### src/rtl/trace_capture.sv
// trace_capture: passive retirement-trace collector for single_period_cpu.
// Captures each new (pc, inst) pair into an on-chip FIFO, detects program halt
// (branch-to-self, pc unchanged for HALT_REPEAT cycles) and exposes the trace on
// a valid/ready read port.
//
// Ports:
//   clk        system clock, rising edge
//   rst        asynchronous active-low reset
//   start      arms capture (honoured only in IDLE)
//   pc, inst   CPU program counter / instruction
//   rd_valid   FIFO non-empty
//   rd_ready   consumer accepts head entry
//   rd_pc      head entry pc (registered)
//   rd_inst    head entry instruction (registered)
//   count      FIFO occupancy
//   capturing  in CAPTURE state
//   halted     in HALTED state
//   overflow   sticky: a sample was dropped on a full FIFO
//   checksum   rolling checksum of accepted pushes (only with TRACE_CHECKSUM_EN)
//
// Optional feature macro: TRACE_CHECKSUM_EN
module trace_capture #(
    parameter int unsigned ADDR_W      = 32,
    parameter int unsigned INSTR_W     = 32,
    parameter int unsigned DEPTH       = 16,
    parameter int unsigned HALT_REPEAT = 4
) (
    input  logic                       clk,
    input  logic                       rst,
    input  logic                       start,
    input  logic [ADDR_W-1:0]          pc,
    input  logic [INSTR_W-1:0]         inst,
    output logic                       rd_valid,
    input  logic                       rd_ready,
    output logic [ADDR_W-1:0]          rd_pc,
    output logic [INSTR_W-1:0]         rd_inst,
    output logic [$clog2(DEPTH+1)-1:0] count,
    output logic                       capturing,
    output logic                       halted,
    output logic                       overflow
`ifdef TRACE_CHECKSUM_EN
    ,
    output logic [31:0]                checksum
`endif
);

    localparam int unsigned PTR_W = $clog2(DEPTH);
    localparam int unsigned CNT_W = $clog2(DEPTH + 1);
    localparam int unsigned REP_W = $clog2(HALT_REPEAT);

    typedef enum logic [1:0] {
        IDLE    = 2'd0,
        CAPTURE = 2'd1,
        HALTED  = 2'd2
    } state_t;

    state_t               state_q, state_d;
    logic [ADDR_W-1:0]    last_pc_q;
    logic                 first_q;
    logic [REP_W-1:0]     rep_q, rep_d;
    logic [PTR_W-1:0]     rd_ptr_q, wr_ptr_q, rd_ptr_d, wr_ptr_d;
    logic [ADDR_W-1:0]    mem_pc   [DEPTH];
    logic [INSTR_W-1:0]   mem_inst [DEPTH];

    logic                 sample, pop, full, push, drop, halt_hit;
    logic [CNT_W-1:0]     remain, count_d;
    logic [ADDR_W-1:0]    head_pc_d;
    logic [INSTR_W-1:0]   head_inst_d;
    logic                 capturing_d, halted_d;

    // Sample qualification and FIFO handshake decisions
    always_comb begin : control_logic
        sample   = 1'b0;
        pop      = 1'b0;
        full     = 1'b0;
        push     = 1'b0;
        drop     = 1'b0;
        halt_hit = 1'b0;
        sample   = (state_q == CAPTURE) && (first_q || (pc != last_pc_q));
        pop      = rd_valid && rd_ready;
        full     = (count == CNT_W'(DEPTH));
        // A pop in the same cycle frees the slot for a sample arriving at full
        push     = sample && (!full || pop);
        drop     = sample && full && !pop;
        // Counter is about to reach HALT_REPEAT-1 on this non-qualifying sample
        halt_hit = (state_q == CAPTURE) && !sample
                   && (rep_q == REP_W'(HALT_REPEAT - 2));
    end

    // State register
    always_ff @(posedge clk or negedge rst) begin : state_reg
        if (!rst) begin
            state_q <= IDLE;
        end else begin
            state_q <= state_d;
        end
    end

    // Next-state logic
    always_comb begin : next_state_logic
        state_d = state_q;
        unique case (state_q)
            IDLE:    if (start)    state_d = CAPTURE;
            CAPTURE: if (halt_hit) state_d = HALTED;
            HALTED:  state_d = HALTED;
            default: state_d = IDLE;
        endcase
    end

    // Next values of registered outputs, pointers and head entry
    always_comb begin : output_logic
        capturing_d = (state_d == CAPTURE);
        halted_d    = (state_d == HALTED);
        rd_ptr_d    = rd_ptr_q + PTR_W'(pop);
        wr_ptr_d    = wr_ptr_q + PTR_W'(push);
        remain      = count - CNT_W'(pop);
        count_d     = remain + CNT_W'(push);
        rep_d       = rep_q;
        if (sample) begin
            rep_d = '0;
        end else if (state_q == CAPTURE) begin
            rep_d = rep_q + REP_W'(1);
        end
        // Head bypasses storage when the pushed entry becomes the head directly
        if (count_d == '0) begin
            head_pc_d   = '0;
            head_inst_d = '0;
        end else if (push && (remain == '0)) begin
            head_pc_d   = pc;
            head_inst_d = inst;
        end else begin
            head_pc_d   = mem_pc[rd_ptr_d];
            head_inst_d = mem_inst[rd_ptr_d];
        end
    end

    // FIFO storage (no reset needed; validity is tracked by count)
    always_ff @(posedge clk) begin : fifo_mem
        if (push) begin
            mem_pc[wr_ptr_q]   <= pc;
            mem_inst[wr_ptr_q] <= inst;
        end
    end

    // Datapath and output registers
    always_ff @(posedge clk or negedge rst) begin : datapath_regs
        if (!rst) begin
            last_pc_q <= '0;
            first_q   <= 1'b1;
            rep_q     <= '0;
            rd_ptr_q  <= '0;
            wr_ptr_q  <= '0;
            count     <= '0;
            rd_valid  <= 1'b0;
            rd_pc     <= '0;
            rd_inst   <= '0;
            capturing <= 1'b0;
            halted    <= 1'b0;
            overflow  <= 1'b0;
        end else begin
            // Dropped samples still advance last_pc
            if (sample) begin
                last_pc_q <= pc;
                first_q   <= 1'b0;
            end
            if (drop) begin
                overflow <= 1'b1;
            end
            rep_q     <= rep_d;
            rd_ptr_q  <= rd_ptr_d;
            wr_ptr_q  <= wr_ptr_d;
            count     <= count_d;
            rd_valid  <= (count_d != '0);
            rd_pc     <= head_pc_d;
            rd_inst   <= head_inst_d;
            capturing <= capturing_d;
            halted    <= halted_d;
        end
    end

`ifdef TRACE_CHECKSUM_EN
    // Rolling checksum over accepted pushes; frozen once no pushes occur
    always_ff @(posedge clk or negedge rst) begin : checksum_reg
        if (!rst) begin
            checksum <= '0;
        end else if (push) begin
            checksum <= {checksum[30:0], checksum[31]} ^ 32'(inst) ^ 32'(pc);
        end
    end
`endif

endmodule

### config.mk
export PLATFORM = sky130hd
export DESIGN_NAME = trace_capture
export DESIGN_NICKNAME = d
export VERILOG_FILES = /design/src/rtl/trace_capture.sv
export SDC_FILE = /design/constraint.sdc
export NUM_CORES = 1
export LEC_CHECK = 0
export CAP_MARGIN = 5
export CORE_MARGIN = 5
export CORE_UTILIZATION = 25
export CTS_BUF_LIST = sky130_fd_sc_hd__clkbuf_4 sky130_fd_sc_hd__clkbuf_8 sky130_fd_sc_hd__clkbuf_16
export CTS_CLUSTER_DIAMETER = 200
export DETAILED_ROUTE_END_ITERATION = 10
export SLEW_MARGIN = 10
export SYNTH_ARGS = -nofsm -noshare
export SYNTH_HDL_FRONTEND = slang
export SYNTH_SLANG_ARGS = --single-unit
### constraint.sdc
create_clock -name clk -period 8.8 [get_ports clk]
set_input_delay 1.76 -clock clk [delete_from_list [all_inputs] [get_ports clk]]
set_output_delay 1.76 -clock clk [all_outputs]
set_load 0.01 [all_outputs]
* Word-level counts from Yosys, hierarchy flattened
Memory sizes are Yosys's and may differ from the RTL's. Cells that the tools add are included.
Operators by class: multiplexer cells 11, reductions and logical operators 18, add/sub/neg operators 5, eq/ne operators 7
Operators with widths (count):
- $mux W32 | 4
- $ne A32 B32 Y1 | 1
- $logic_not A5 Y1 | 2
- $add A4 B1 Y4 | 2
- $logic_and A1 B1 Y1 | 8
- $mux W2 | 4
- $eq A2 B2 Y1 const B | 3
- $pmux W2 S3 | 1
- $add A5 B1 Y5 | 1
- $eq A5 B5 Y1 const B | 1
- $reduce_bool A5 Y1 | 1
- $sub A5 B1 Y5 | 1
- $eq A2 B1 Y1 const B | 2
- $logic_not A1 Y1 | 3
- $add A2 B1 Y2 const B | 1
- $logic_not A2 Y1 | 1
- $logic_or A1 B1 Y1 | 2
- $mux W1 | 2
- $reduce_bool A2 Y1 | 1
Word-level totals: memories 2, word-level logic and storage cells 56, output and inout bits 73, register bits after elaboration 118, memory bits (writable) 1024
Memories:
- mem_inst | words 16, width 32, read ports 1, clocked after Yosys merged registers in 0, write ports 1, line 63 | logic [INSTR_W-1:0] mem_inst [DEPTH];
- mem_pc | words 16, width 32, read ports 1, clocked after Yosys merged registers in 0, write ports 1, line 62 | logic [ADDR_W-1:0] mem_pc [DEPTH];

* Longest topological paths before layout
Gate-level depths: netlist (run 1).
depth in word-level cells 9, mapped depth 16

* Least setup slack after synthesis (run 1)
No wires, ideal clock.
path kind in2reg, start input pc[13], end memory mem_inst[0][0], enable pin, data required time 8.156 ns, setup time 0.644 ns, arrival 8.585 ns, slack -0.429 ns, stages 6, buffers on the path 0, cell sequence xor2_1 -> a2111oi_2 -> nand4_1 -> o31a_1 -> nand2_1 -> nor4_1
On the way: cells in the longest elaborated chain, start to end 6
Ends and longest elaborated chain:
- from (decl) | line 31 | input logic [ADDR_W-1:0] pc,
- $ne A32 B32 Y1 | line 79 | sample = (state_q == CAPTURE) && (first_q || (pc != last_pc_q));
- $logic_or A1 B1 Y1 | line 79
- $logic_and A1 B1 Y1 | line 79
- $logic_and A1 B1 Y1 | line 83 | push = sample && (!full || pop);
- $mux W1 | line 139 | if (push) begin
- $mux W1 (not written as such) | line 141 | mem_inst[wr_ptr_q] <= inst;
- to (decl) | line 63
Every way passes these cells.

* Final worst setup path (run 1)
start input pc[26], end register rd_inst[1]
On the way: cells in the longest elaborated chain, start to end 7
Ends and longest elaborated chain:
- $ne A32 B32 Y1 * | line 79
- $logic_or A1 B1 Y1 * | line 79
- $logic_and A1 B1 Y1 * | line 79
- $logic_and A1 B1 Y1 * | line 83
- $add A5 B1 Y5 / $logic_and A1 B1 Y1 (equally long branches) | line 117, 128
- $logic_not A5 Y1 / $mux W32 (equally long branches) | line 125, 128
- $mux W32 * | line 125 | if (count_d == '0) begin
- via head_inst_d[1] | line 68 | logic [INSTR_W-1:0] head_inst_d;
- to (signal assigned) | line 175 | rd_inst <= head_inst_d;
- to (decl) | line 36 | output logic [INSTR_W-1:0] rd_inst,
Mark *: on every way through the listed nets, which the timed path passes. The rest lies on a longest branch. A chain may end at the register's enable or synchronous reset.

==> results of run 1 <==
## worst min-delay path by stage
stage                                      endpoint
after floorplan                 capturing$_DFF_PN0_
after global placement         state_q[0]$_DFF_PN0_
after detailed placement       state_q[0]$_DFF_PN0_
after CTS                       first_q$_DFFE_PN1P_
after global routing      last_pc_q[31]$_DFFE_PN0P_
final                           first_q$_DFFE_PN1P_
## flip-flops by register name, summed over array words and instances, names as in the netlist
signal     cells
count          5
wr_ptr_q       4
capturing      1
rd_pc         32
rd_inst       32
mem_pc       512
first_q        1
rd_ptr_q       4
overflow       1
rep_q          2
state_q        2
mem_inst     512
halted         1
last_pc_q     32
rd_valid       1
## kinds of logic (layout without fill, tap and decap cells)
kind of cell | after synthesis | count (layout)
adder cells (fa/ha/maj) | 9 | 9
flip-flops | 1142 | 1142
other | 0 | 5
XOR/XNOR | 39 | 39
AND/OR/NAND/NOR | 220 | 220
AO/OA/AOI/OAI | 140 | 140
buffers and inverters | 124 | 403
multiplexers | 320 | 320
## cell type report
cell class | count | area [um2] | share of cell area (%)
well taps | 2340 | 2930 | 5.64
inverters | 10 | 37.5 | 0.0723
clock buffers | 139 | 2930 | 5.64
clock inverters | 56 | 646 | 1.24
diodes | 5 | 12.5 | 0.0241
multi-input cells | 728 | 9730 | 18.8
repair buffers | 198 | 1910 | 3.69
flip-flops and latches | 1142 | 33700 | 64.9
## power by group through the flow
| stage | clock network [mW] | registers, mW | logic [mW] |
|---|---|---|---|
| final | 4.69 | 7.49 | 7.33 |
| after global routing | 5.03 | 7.57 | 7.86 |
| after CTS | 4.81 | 7.52 | 7.54 |
| after detailed placement | 0 | 7.63 | 7.52 |
| after global placement | 0 | 7.60 | 7.47 |
| after floorplan | 0 | 7.64 | 5.17 |
## cells in the final DEF, fill, tap and decap left out, drive strengths merged, types with 5 or more instances in the layout
cell type and n:
nand3 72, clkinvlp 10, ha 9, xnor2 9, clkinv 31, nand2 100, a21boi 64, nor3 15
edfxtp 1024, clkdlybuf4s50 139, mux4 320, o21ai 68, diode 5, bufinv 11, dfrtp 117, xor2 30
inv 14, nor4 11, nand2b 5, clkbuf 139, buf 59
## routing by layer
layer | global-route usage [%] | routed length (um) | vias to the layer above
met4 | 3.47 | 2650 | 12
li1 | - | - | 8667
met2 | 21.7 | 60100 | 528
met3 | 1.69 | 5000 | 165
met1 | 14.9 | 45000 | 11336
met5 | 0 | 72 | -
## metrics by stage
step / setup WS, ns / power [mW]
global route: 2.05 / 20.5
CTS: 2.28 / 19.9
global placement: 1.60 / 15.1
detailed placement: 1.52 / 15.1
finish: 2.29 / 19.5
floorplan: -0.429 / 12.8
## critical path, cell delays in order
cell and delay, ns:
clkdlybuf4s50_1 0.89, xor2_1 0.16, nor4_1 0.81, nand4_1 0.34, o31a_2 0.46, nand2_1 0.62, inv_1 0.16, ha_1 0.25
ha_1 0.25, nand3_1 0.11, nand4b_1 0.13, a21o_1 0.19, nand4_1 0.12, buf_4 0.56, a21boi_1 0.26
==> metrics.yaml, run 1 <==
worst_setup_path:
  ff2ff_path_depth: 14
  crit_fanout: 41
  rrSetupSlack_ns: 3.81
  crit_required_ns: 9.41
  r2r_end: "rd_inst[1]$_DFF_PN0_"
  worstSetupPathType: "in2reg"
  cp.arrival_ns: 7.13
  endpoint: "rd_inst[1]$_DFF_PN0_"
  startpoint_type: "input pin"
  critPathCaptureType: "flip-flop"
  startpoint: "pc[26]"
  r2r_start: "last_pc_q[2]$_DFFE_PN0P_"
synth:
  synth.most_common_cell: "edfxtp_1"
  synth_ff_type: "edfxtp_1"
  netlist.area_leader.share_pct: 69.9
  synth-simple-area-share_pct: 2.31
  async_reset_ff_share_pct: 10.3
  synth_edf_count: 1024
  synthesis.area_um2: 44000
  syn_avg_cell_area_um2: 22.1
  synth_top_family_by_area: "multiplexers"
  synth_mux_area_share_pct: 16.4
  synth_top_area_cell: "edfxtp_1"
  ys_seq_elements: 1142
  synth_xor_area_share_pct: 0.776
  synth_seq_area_share_pct: 76.6
  netlist_instances: 1994
  synth_fa_ha_area_share_pct: 0.256
  yosys-top-cells-area: "edfxtp_1, mux4_2, dfrtp_1"
  ys_warn_count: 0
  synth_compound_area_share_pct: 2.06
  synthesis.nets: 2071
  yosys-top-cells-count: "edfxtp_1, mux4_2, dfrtp_1, nand2_1, nand3_1"
  ys_types: 39
sta:
  fin_skew_ns: 0.0262
  rsz0062_at_grt: "no"
  setup_tns_ns: 0
  hold_ws_ns: 0.496
  finalHoldViolations: 0
  slew_headroom_pct: 26.2
  slew_violations: 0
  setup_violations: 0
  layout_min_cycle_time_ns: 6.51
  timing.final.crit_share_pct: 74.0
  tightest_slew_ns: 1.11
  timing.fmax_ghz: 0.153
pwr:
  peakVddDrop_uv: 522
  p_sw_mw: 6.11
  swShare_pct: 31.3
  combPwrFrac_pct: 37.6
  power_density_nw_per_um2: 376
  leakagePower_nw: 16.4
  seqPwrFrac_pct: 38.4
  p_clk_share_pct: 24.1
  intPower_mw: 13.4
hold_path:
  whs_path_depth: 1
  hp-class: "reg2reg"
  min-delay-start: "first_q$_DFFE_PN1P_"
clock_tree:
  cts_inserted_buffers: 104
  cts.clk_slew.worst_paths_ns: 0.07
  cts_tree: "yes"
  cts-resized-gates: 0
  cts_setup_buffers: 0
  clock_latency_ns: 0.71
  cts_buffer_depth: 3
  clkSinkCount: 1142
  cts_hold_buf: 0
  htreeDepth: 3
  root_buffer: "clkbuf_16"
die:
  rows: 154
  initial_core_util_pct: 25.1
  die_h_um: 430
  num_io_pins: 141
  die_w_um: 430
  coreArea_um2: 176000
  dieArea_um2: 185000
detailed_routing:
  drt_iter0_markers: 1918
  drc: 0
  vias: 20708
  vias_per_cell: 4.48
  dr.pass1.iters: 7
  postRouteAntennaNets: 0
  drt-total-wl_mm: 113
  wl_per_cell_um: 24.4
global_route:
  antenna_found_initial: 14
  grt_first_pass_wirelength_mm: 162
  grt_usage_pct: 12.0
  grt_pass1_vias: 21805
  grt_start_max_net_pins: 134
  grt-ovfl-total: 0
place:
  placed_area_um2: 48300
  portBuffers: 140
  dp_hpwl_mm: 58.9
  placed_cells: 4418
  gp_congestion: 0.709
outcome:
  status: "finished clean"
final_layout:
  nNetsFinal: 2261
  nFillCells: 16827
  final_area_um2: 51900
  syn_to_final_growth_pct: 17.9
  layout-drive-gt1-share_pct: 26.0
  instances_no_fill: 4618
  final_core_util_pct: 29.6
job:
  maxCapViolCount: 0
Note: power is estimated with default switching activity, not from simulation.
==> run 2, diff against run 1 <==
==> constraint.sdc (replaced) <==
create_clock -name clk -period 6.8 [get_ports clk]
set_input_delay 1.36 -clock clk [delete_from_list [all_inputs] [get_ports clk]]
set_output_delay 1.36 -clock clk [all_outputs]
set_load 0.01 [all_outputs]
==> run 2 against run 1 <==
Effect of this change: sequential share of layout area down 0.70 points; non-clock buffer count up 34; final area up 1.1%; clock skew down 0.0052 ns; largest power group is now combinational logic.
==> metrics.yaml, run 2 (synthesis results as in run 1) <==
clock_tree:
  cts_tree: "yes"
  cts.clk_slew.worst_paths_ns: 0.06  # about the same
  clkSinkCount: 1142  # unchanged
  cts_inserted_buffers: 102  # -1.9%
  clock_latency_ns: 0.70  # about the same
  cts_hold_buf: 0  # unchanged
  cts-resized-gates: 0  # unchanged
  cts_setup_buffers: 0  # unchanged
  htreeDepth: 3  # unchanged
  root_buffer: "clkbuf_16"
  cts_buffer_depth: 3  # unchanged
die:
  die_h_um: 430  # unchanged
  dieArea_um2: 185000  # unchanged
  initial_core_util_pct: 25.1  # unchanged
  coreArea_um2: 176000  # unchanged
  num_io_pins: 141  # unchanged
  die_w_um: 430  # unchanged
  rows: 154  # unchanged
global_route:
  use_met2_pct: 21.2  # -0.57 points
  grt-ovfl-total: 0  # unchanged
  grt_pass1_vias: 22218  # +1.9%
  antenna_found_initial: 12  # -2
  grt.busiest_layer: "met2"
  grt.met3_usage_pct: 1.65  # -0.049 points
  grt_first_pass_wirelength_mm: 163  # +0.30%
  grt_start_max_net_pins: 84  # -37%
  met1_usage_pct: 15.3  # +0.36 points
  grt_usage_pct: 12.0  # about the same
sta:
  setup_violations: 0  # unchanged
  timing.fmax_ghz: 0.182
  slew_headroom_pct: 27.8  # +1.7 points
  finalHoldViolations: 0  # unchanged
  setup_tns_ns: 0  # unchanged
  slew_violations: 0  # unchanged
  tightest_slew_ns: 1.08  # -0.0248 ns
  rsz0062_at_grt: "no"
  timing.final.crit_share_pct: 81.0
  fin_skew_ns: 0.0210  # -0.00521 ns
  layout_min_cycle_time_ns: 5.51
job:
  maxCapViolCount: 0  # unchanged
final_layout:
  reg.largest.list: "mem_inst (512), mem_pc (512)"
  multi_input_area_um2: 9800  # +0.64%
  nFillCells: 16773  # -0.32%
  mostFrequentLayoutCells: "edfxtp_1, mux4_2, clkdlybuf4s50_1"
  layout-drive-gt1-share_pct: 27.1  # +1.1 points
  instances_no_fill: 4651  # +0.71%
  regArea_um2: 33700  # unchanged
  syn_to_final_growth_pct: 19.2
  nNetsFinal: 2293  # +1.4%
  layout_commonest_cell: "edfxtp_1"
  final_core_util_pct: 29.9  # +0.32 points
worst_setup_path:
  startpoint_type: "input pin"
  worstSetupPathType: "in2reg"
  crit_fanout: 32  # -22%
  cp.arrival_ns: 6.11  # -1.02 ns
  critPathCaptureType: "flip-flop"
  crit_required_ns: 7.41  # -2.00 ns
place:
  portBuffers: 140  # unchanged
  placed_cells: 4452  # +0.77%
  gp_congestion: 0.712  # +0.42%
  dp_hpwl_mm: 60.6  # +2.9%
detailed_routing:
  vias_per_cell: 4.51  # +0.47%
  dr.pass1.iters: 5  # -2
  postRouteAntennaNets: 0  # unchanged
  drt-total-wl_mm: 112  # -0.36%
  vias: 20955  # +1.2%
  drc: 0  # unchanged
  drt_iter0_markers: 1869  # -2.6%
  wl_per_cell_um: 24.2  # -1.1%
pwr:
  power_density_nw_per_um2: 486  # +29%
  leakagePower_nw: 16.6  # +1.5%
  peakVddDrop_uv: 372  # -29%
hold_path:
  hp-class: "reg2reg"
outcome:
  status: "finished clean"
==> run 2: path summary, 6_finish.rpt <==
kind,start,to,slack [ns],cells past startpoint
worst max-delay path,pc[24],rd_pc[29]$_DFF_PN0_,1.29,16
worst min-delay path,last_pc_q[2]$_DFFE_PN0P_,last_pc_q[2]$_DFFE_PN0P_,0.49,2
worst max register to register,last_pc_q[7]$_DFFE_PN0P_,rd_pc[29]$_DFF_PN0_,2.34,15
worst min register to register,last_pc_q[2]$_DFFE_PN0P_,last_pc_q[2]$_DFFE_PN0P_,0.49,2
max in group asynchronous,rst,last_pc_q[24]$_DFFE_PN0P_,5.02,2
min in group asynchronous,rst,rd_inst[6]$_DFF_PN0_,0.54,1
==> run 2: stage by stage <==
step / hold slack (ns) / total power [mW] / setup WS (ns) / cell area [um2]
finish: 0.491 / 25.5 / 1.29 / 52500
floorplan: 0.448 / 16.5 / -2.03 / 44100
global route: 0.512 / 26.7 / 0.974 / 52500
global placement: 0.471 / 19.7 / 0.611 / 48900
detailed placement: 0.482 / 19.9 / 0.539 / 48900
CTS: 0.488 / 25.9 / 1.25 / 52500
==> run 2: cell type report <==
class,instances,share of cell area [%]
clock buffers,142,5.80
well taps,2340,5.58
inverters,10,0.0715
diodes,5,0.0238
repair buffers,232,4.61
multi-input cells,728,18.7
flip-flops and latches,1142,64.2
clock inverters,52,1.01
==> run 2: power by group <==
part           internal (mW)  total, mW  switching [mW]
Combinational           4.82       9.79            4.97
Clock                   3.48       6.03            2.56
Sequential              9.21       9.66           0.444
Total                   17.5       25.5            7.97
==> run 2: routing by layer <==
metal / share of wire [%] / wire (um) / vias to the layer above
li1: - / - / 8729
met1: 40 / 45000 / 11469
met2: 52 / 58600 / 597
met3: 5.2 / 5890 / 154
met4: 2.6 / 2880 / 6
met5: 0.036 / 41 / -
==> run 2: critical path: stages <==
cell,delay [ns]
clkdlybuf4s50_1,0.77
xor2_1,0.29
nor4_1,0.53
nand4_1,0.30
o31a_2,0.44
nand2_1,0.08
buf_4,0.35
inv_1,0.13
ha_1,0.22
ha_1,0.24
nand2b_1,0.16
nand4b_1,0.12
nand3_1,0.11
nand4_1,0.23
buf_4,0.49
a21boi_1,0.23
